File: src/rtl/sram_bus_master_pkg.sv
// Shared definitions for the SRAM initiator: state encoding, inactive pin levels
// and the default access timing also used by the CPU-side SRAM path.
package sram_bus_master_pkg;

  typedef enum logic [2:0] {
    ST_IDLE,
    ST_SETUP,
    ST_PULSE,
    ST_HOLD,
    ST_DONE
  } state_t;

  localparam logic WE_INACTIVE  = 1'b1;
  localparam logic RE_INACTIVE  = 1'b1;
  localparam logic CE_INACTIVE  = 1'b1;
  localparam logic CE2_INACTIVE = 1'b0;

  localparam int DEF_SETUP_CYC = 1;
  localparam int DEF_PULSE_CYC = 2;
  localparam int DEF_HOLD_CYC  = 1;

  // Counter width large enough to hold the longest phase length.
  function automatic int phase_cnt_w(input int s, input int p, input int h);
    int m;
    m = (s > p) ? s : p;
    m = (m > h) ? m : h;
    return (m < 2) ? 1 : $clog2(m + 1);
  endfunction

endpackage

File: src/rtl/sram_phase_timer.sv
// Loadable down-counter that times one access phase; o_tc flags the last
// clock of the phase.
module sram_phase_timer #(
  parameter int CNT_W = 2
) (
  input  logic             i_clk,
  input  logic             i_reset,
  input  logic             i_load,
  input  logic [CNT_W-1:0] i_load_val,
  output logic             o_tc
);

  logic [CNT_W-1:0] r_cnt;

  // NOTE: sequential state is always written with non-blocking assignments.
  always_ff @(posedge i_clk or posedge i_reset) begin
    if (i_reset) begin
      r_cnt <= '0;
    end else if (i_load) begin
      r_cnt <= i_load_val;
    end else if (r_cnt != '0) begin
      r_cnt <= r_cnt - 1'b1;
    end
  end

  assign o_tc = (r_cnt == '0);

endmodule

File: src/rtl/sram_bus_master.sv
// Sequences single-word read/write cycles on the external asynchronous SRAM
// for an internal client while the CPU is held off the bus.
module sram_bus_master
  import sram_bus_master_pkg::*;
#(
  parameter int ADDR_W    = 15,
  parameter int DATA_W    = 8,
  parameter int SETUP_CYC = DEF_SETUP_CYC,
  parameter int PULSE_CYC = DEF_PULSE_CYC,
  parameter int HOLD_CYC  = DEF_HOLD_CYC
) (
  input  logic              i_clk,
  input  logic              i_reset,
  input  logic              i_grant,
  input  logic              i_req,
  input  logic              i_write,
  input  logic [ADDR_W-1:0] i_addr,
  input  logic [DATA_W-1:0] i_wdata,
  output logic              o_ack,
  output logic              o_busy,
  output logic [DATA_W-1:0] o_rdata,
  output logic [ADDR_W-1:0] o_addr,
  output logic [DATA_W-1:0] o_data,
  output logic              o_data_oe,
  input  logic [DATA_W-1:0] i_data,
  output logic              o_WE,
  output logic              o_RE,
  output logic              o_CE,
  output logic              o_CE2
);

  localparam int CNT_W = phase_cnt_w(SETUP_CYC, PULSE_CYC, HOLD_CYC);
  localparam logic [CNT_W-1:0] LD_SETUP = CNT_W'((SETUP_CYC > 0) ? SETUP_CYC - 1 : 0);
  localparam logic [CNT_W-1:0] LD_PULSE = CNT_W'(PULSE_CYC - 1);
  localparam logic [CNT_W-1:0] LD_HOLD  = CNT_W'((HOLD_CYC > 0) ? HOLD_CYC - 1 : 0);

  state_t             r_state;
  logic               r_write;
  logic               r_ack;
  logic               r_busy;
  logic [DATA_W-1:0]  r_rdata;
  logic [ADDR_W-1:0]  r_addr;
  logic [DATA_W-1:0]  r_data;
  logic               r_data_oe;
  logic               r_we_n;
  logic               r_re_n;
  logic               r_ce_n;
  logic               r_ce2;

  logic               w_accept;
  logic               w_load;
  logic [CNT_W-1:0]   w_load_val;
  logic               w_tc;

  // The timer is reloaded on every phase entry with (phase length - 1).
  // NOTE: every always_comb output gets a default first so no latch is inferred.
  always_comb begin
    w_accept   = (r_state == ST_IDLE) && i_req && i_grant;
    w_load     = 1'b0;
    w_load_val = '0;
    case (r_state)
      ST_IDLE: if (w_accept) begin
        w_load     = 1'b1;
        w_load_val = (SETUP_CYC > 0) ? LD_SETUP : LD_PULSE;
      end
      ST_SETUP: if (w_tc) begin
        w_load     = 1'b1;
        w_load_val = LD_PULSE;
      end
      ST_PULSE: if (w_tc && (HOLD_CYC > 0)) begin
        w_load     = 1'b1;
        w_load_val = LD_HOLD;
      end
      default: ;
    endcase
  end

  sram_phase_timer #(.CNT_W(CNT_W)) u_timer (
    .i_clk      (i_clk),
    .i_reset    (i_reset),
    .i_load     (w_load),
    .i_load_val (w_load_val),
    .o_tc       (w_tc)
  );

  always_ff @(posedge i_clk or posedge i_reset) begin
    if (i_reset) begin
      r_state   <= ST_IDLE;
      r_write   <= 1'b0;
      r_ack     <= 1'b0;
      r_busy    <= 1'b0;
      r_rdata   <= '0;
      r_addr    <= '0;
      r_data    <= '0;
      r_data_oe <= 1'b0;
      r_we_n    <= WE_INACTIVE;
      r_re_n    <= RE_INACTIVE;
      r_ce_n    <= CE_INACTIVE;
      r_ce2     <= CE2_INACTIVE;
    end else begin
      r_ack <= 1'b0;
      case (r_state)
        ST_IDLE: if (w_accept) begin
          r_write <= i_write;
          r_addr  <= i_addr;
          r_busy  <= 1'b1;
          r_ce_n  <= ~CE_INACTIVE;
          r_ce2   <= ~CE2_INACTIVE;
          if (i_write) begin
            r_data    <= i_wdata;
            r_data_oe <= 1'b1;
          end
          // With no setup phase the strobe starts together with chip enable.
          if (SETUP_CYC == 0) begin
            r_state <= ST_PULSE;
            if (i_write) r_we_n <= ~WE_INACTIVE;
            else         r_re_n <= ~RE_INACTIVE;
          end else begin
            r_state <= ST_SETUP;
          end
        end
        ST_SETUP: if (w_tc) begin
          r_state <= ST_PULSE;
          if (r_write) r_we_n <= ~WE_INACTIVE;
          else         r_re_n <= ~RE_INACTIVE;
        end
        ST_PULSE: if (w_tc) begin
          // Read data is captured while the output enable is still low.
          if (!r_write) r_rdata <= i_data;
          r_we_n  <= WE_INACTIVE;
          r_re_n  <= RE_INACTIVE;
          r_state <= (HOLD_CYC > 0) ? ST_HOLD : ST_DONE;
        end
        ST_HOLD: if (w_tc) begin
          r_state <= ST_DONE;
        end
        ST_DONE: begin
          r_ack     <= 1'b1;
          r_busy    <= 1'b0;
          r_ce_n    <= CE_INACTIVE;
          r_ce2     <= CE2_INACTIVE;
          r_data_oe <= 1'b0;
          r_state   <= ST_IDLE;
        end
        default: r_state <= ST_IDLE;
      endcase
    end
  end

  assign o_ack     = r_ack;
  assign o_busy    = r_busy;
  assign o_rdata   = r_rdata;
  assign o_addr    = r_addr;
  assign o_data    = r_data;
  assign o_data_oe = r_data_oe;
  assign o_WE      = r_we_n;
  assign o_RE      = r_re_n;
  assign o_CE      = r_ce_n;
  assign o_CE2     = r_ce2;

endmodule

File: config.mk
export PLATFORM = sky130hd
export DESIGN_NAME = sram_bus_master
export DESIGN_NICKNAME = d
export VERILOG_FILES = /design/src/rtl/sram_bus_master_pkg.sv /design/src/rtl/sram_phase_timer.sv /design/src/rtl/sram_bus_master.sv
export SDC_FILE = /design/constraint.sdc
export NUM_CORES = 1
export LEC_CHECK = 0
export ABC_AREA = 1
export CORE_MARGIN = 2
export CORE_UTILIZATION = 35
export CTS_CLUSTER_DIAMETER = 150
export DETAILED_ROUTE_END_ITERATION = 16
export DONT_BUFFER_PORTS = 1
export PLACE_DENSITY = 0.59
export SLEW_MARGIN = 10
export SYNTH_ARGS = -nofsm -noshare
export SYNTH_HDL_FRONTEND = slang
export SYNTH_SLANG_ARGS = --single-unit
File: constraint.sdc
create_clock -name i_clk -period 1.2 [get_ports i_clk]
set_input_delay 0.12 -clock i_clk [delete_from_list [all_inputs] [get_ports i_clk]]
set_output_delay 0.12 -clock i_clk [all_outputs]
set_load 0.005 [all_outputs]
==> run metrics <==
PortBufs 0; CP Launch Type flop; normalized max-slew margin 80.68%; RSZ-0062 raised after global routing true; Routed WL 4146 µm; ys flop type dfrtp_1; Inst Count DP 270; die footprint 5919 µm²; Clock Pin Slew Worst Setup and Hold Paths 0.08 ns; pins over their slew limit 0; drt wl/cell 13.12 µm; hold slack final 0.004251 ns; Initial Util 36.45%; GRT Util Overall 14.53%; critical path's largest stage delay 0.45 ns; vias 1415; TritonCTS clock tree done; leakage power total 1.271 nW; Placement Setup Slack -0.1507 ns; Peak VDD IR 1.000 mV; switching power 2.130 mW; Hold Crit Class input pin to flop; Die H 76.94 µm; period utilization 98.56%; Post-layout nets 282; DR DRC count 0; crit path max fanout 3; Area contributors post-synth dfrtp_1 54%, nand2_1 16%, dfstp_2 4.2%, inv_1 3.4%, nand2_2 3.4%; Synth top cells by count 78 x nand2_1, 40 x dfrtp_1, 17 x inv_1; CTS max path bufs 2; # rows 26; WP buf/inv 2; average cell area after synthesis 9.356 µm²; H-tree levels 2; crit end category flop; Final WS setup 0.01726 ns; worst slew pin tran 0.2889 ns; layout cells sized above 1 23.58%; clock group share of total power 19.6%; Yosys reg bits 43; list of cells traversed by the critical path nor2_4 > nand3_4 > buf_4 > nand2_4 > o21bai_2 > nand2_1 > inv_1; CORE AREA 5107 µm²; mapped cell area 1862 µm²; setup violators final 0; max_cap viols 0; total grt overflow 0; sequential power share 46.8%; Num CTS Buffers 5; Int Pwr 3.766 mW; sum of net half-perimeters after detailed placement 2488 µm; Detailed Route Iter0 Violations 76; vias in the first global route 1429; net count after synthesis 236; synthesized instance count 199; Worst Path Arrival 1.37 ns; root buffer cell clkbuf_8; final core occ 49.71%; gpl congestion 0.7915; Vias/cell 4.478; Pwr per Cell Area 2323 nW/µm²; Synth area leader dfrtp_1; total power 5.897 mW; status complete, no violations; Cell Count, Final, Fillers Out 316; pin count of the biggest net entering global routing 44; switch share 36.13%; CP top delay family flip-flops; Clk Latency, worst-skew pair 0.28 ns; part of the power in combinational logic 33.7%; die width 76.94 µm; I/O pin count 74; global-route wire length before repair 6755 µm; Synth top area share 53.76%; Worst Skew 0.002300 ns; most frequent cell after synthesis nand2_1; CP max stage cell dfrtp_2; Synth warnings 0; Post-synth EDFFs 0; Fmax 845.5 MHz; initial antenna violation count 0; antenna cells 0; clk sinks 43; min Tclk post-route 1.183 ns; sequential fraction of the synthesis area 58.00%; synth unique cells 26; area growth from synthesis to layout 36.36%; Final Hold Vio Count 0; Required @ worst endpoint 1.39 ns; Final ANT Viol Nets 0; async set or reset register ratio after synthesis 100.0%; WS Path Type flop to flop; TritonRoute pass-1 iters 4
==> state kept, by name (all words and copies together) (netlist names) <==
signal / flops
o_RE: 1
o_data_oe: 1
o_data: 8
o_CE2: 1
o_CE: 1
o_addr: 15
o_ack: 1
r_state: 3
u_timer.r_cnt: 2
o_rdata: 8
o_WE: 1
r_write: 1
==> placed cells by master, fill, tap and decap left out, drive strengths merged, types with 3 or more instances in the layout <==
cell type | netlist | final
dlygate4sd3 | 0 | 33
inv | 19 | 19
dfrtp | 40 | 40
clkbuf | 1 | 7
nand4 | 2 | 3
dfstp | 3 | 3
nand3 | 13 | 13
nand2 | 89 | 89
o21ai | 11 | 11
nor2 | 7 | 7
buf | 8 | 13
==> cell type report <==
cell class	instances	area (µm²)
Fill cell	481	2569
Multi-Input combinational cell	129	690.7
Inverter	19	76.32
Tap cell	70	87.58
Sequential cell	43	1081
Clock inverter	2	35.03
Clock buffer	6	82.58
Timing Repair Buffer	47	485.5
==> path summary, 6_finish.rpt <==
path,cells after the start,endpoint,startpoint,slack [ns]
setup / recovery,7,u_timer.r_cnt[0]$_DFFE_PP0P_,r_state[0]$_DFFE_PP0P_,0.02
hold / removal,2,o_data_oe$_DFFE_PP0P_,i_write,0.004
setup reg to reg,7,u_timer.r_cnt[0]$_DFFE_PP0P_,r_state[0]$_DFFE_PP0P_,0.02
hold reg to reg,2,o_CE$_DFFE_PP1P_,o_CE$_DFFE_PP1P_,0.48
max in group asynchronous,3,o_CE$_DFFE_PP1P_,i_reset,0.62
min in group asynchronous,3,o_data[6]$_DFFE_PP0P_,i_reset,0.31
==> power by group through the flow <==
stage	combinational, mW	sequential (mW)	clock, mW
after floorplan	1.34	2.62	0
after global placement	1.52	2.76	0
after detailed placement	1.57	2.76	0
after CTS	1.73	2.75	1.20
after global routing	2.29	2.85	1.26
final	1.99	2.76	1.15
==> kinds of logic (layout without fill, tap and decap cells) <==
family / after synthesis / in the layout / share of synthesized area (%)
AND/OR/NAND/NOR: 112 / 113 / 27.82
adder cells (fa/ha/maj): 1 / 1 / 0.6719
AO/OA/AOI/OAI: 15 / 15 / 4.637
buffers and inverters: 28 / 74 / 8.871
flip-flops: 43 / 43 / 58.00
==> metal layers <==
layer	GRT usage (%)	part of all wire (%)	vias to the layer above
met5	0	0	-
met4	5.818	0.99	0
met3	4.471	5.9	2
met2	24.56	50	46
met1	17.21	43	659
li1	-	-	708
==> through the flow <==
step | TNS, ns | area [µm²]
2_1_floorplan | 0 | 1879
3_3_place_gp | -0.9644 | 1963
3_5_place_dp | -1.840 | 1963
4_1_cts | 0 | 2440
5_1_grt | -0.3753 | 2539
6_report | 0 | 2539
==> timing repair <==
| item | in CTS | in global routing |
|---|---|---|
| setup endpoints to repair | 37 | 34 |
| pin swaps | 2 | 7 |
| buffers inserted | 1 | 2 |
| hold buffers | 33 | 0 |
| hold endpoints to repair | 74 | 0 |
| gates cloned | 0 | 2 |
| gates resized for setup | 7 | 19 |
(Power assumes the default switching activity.)
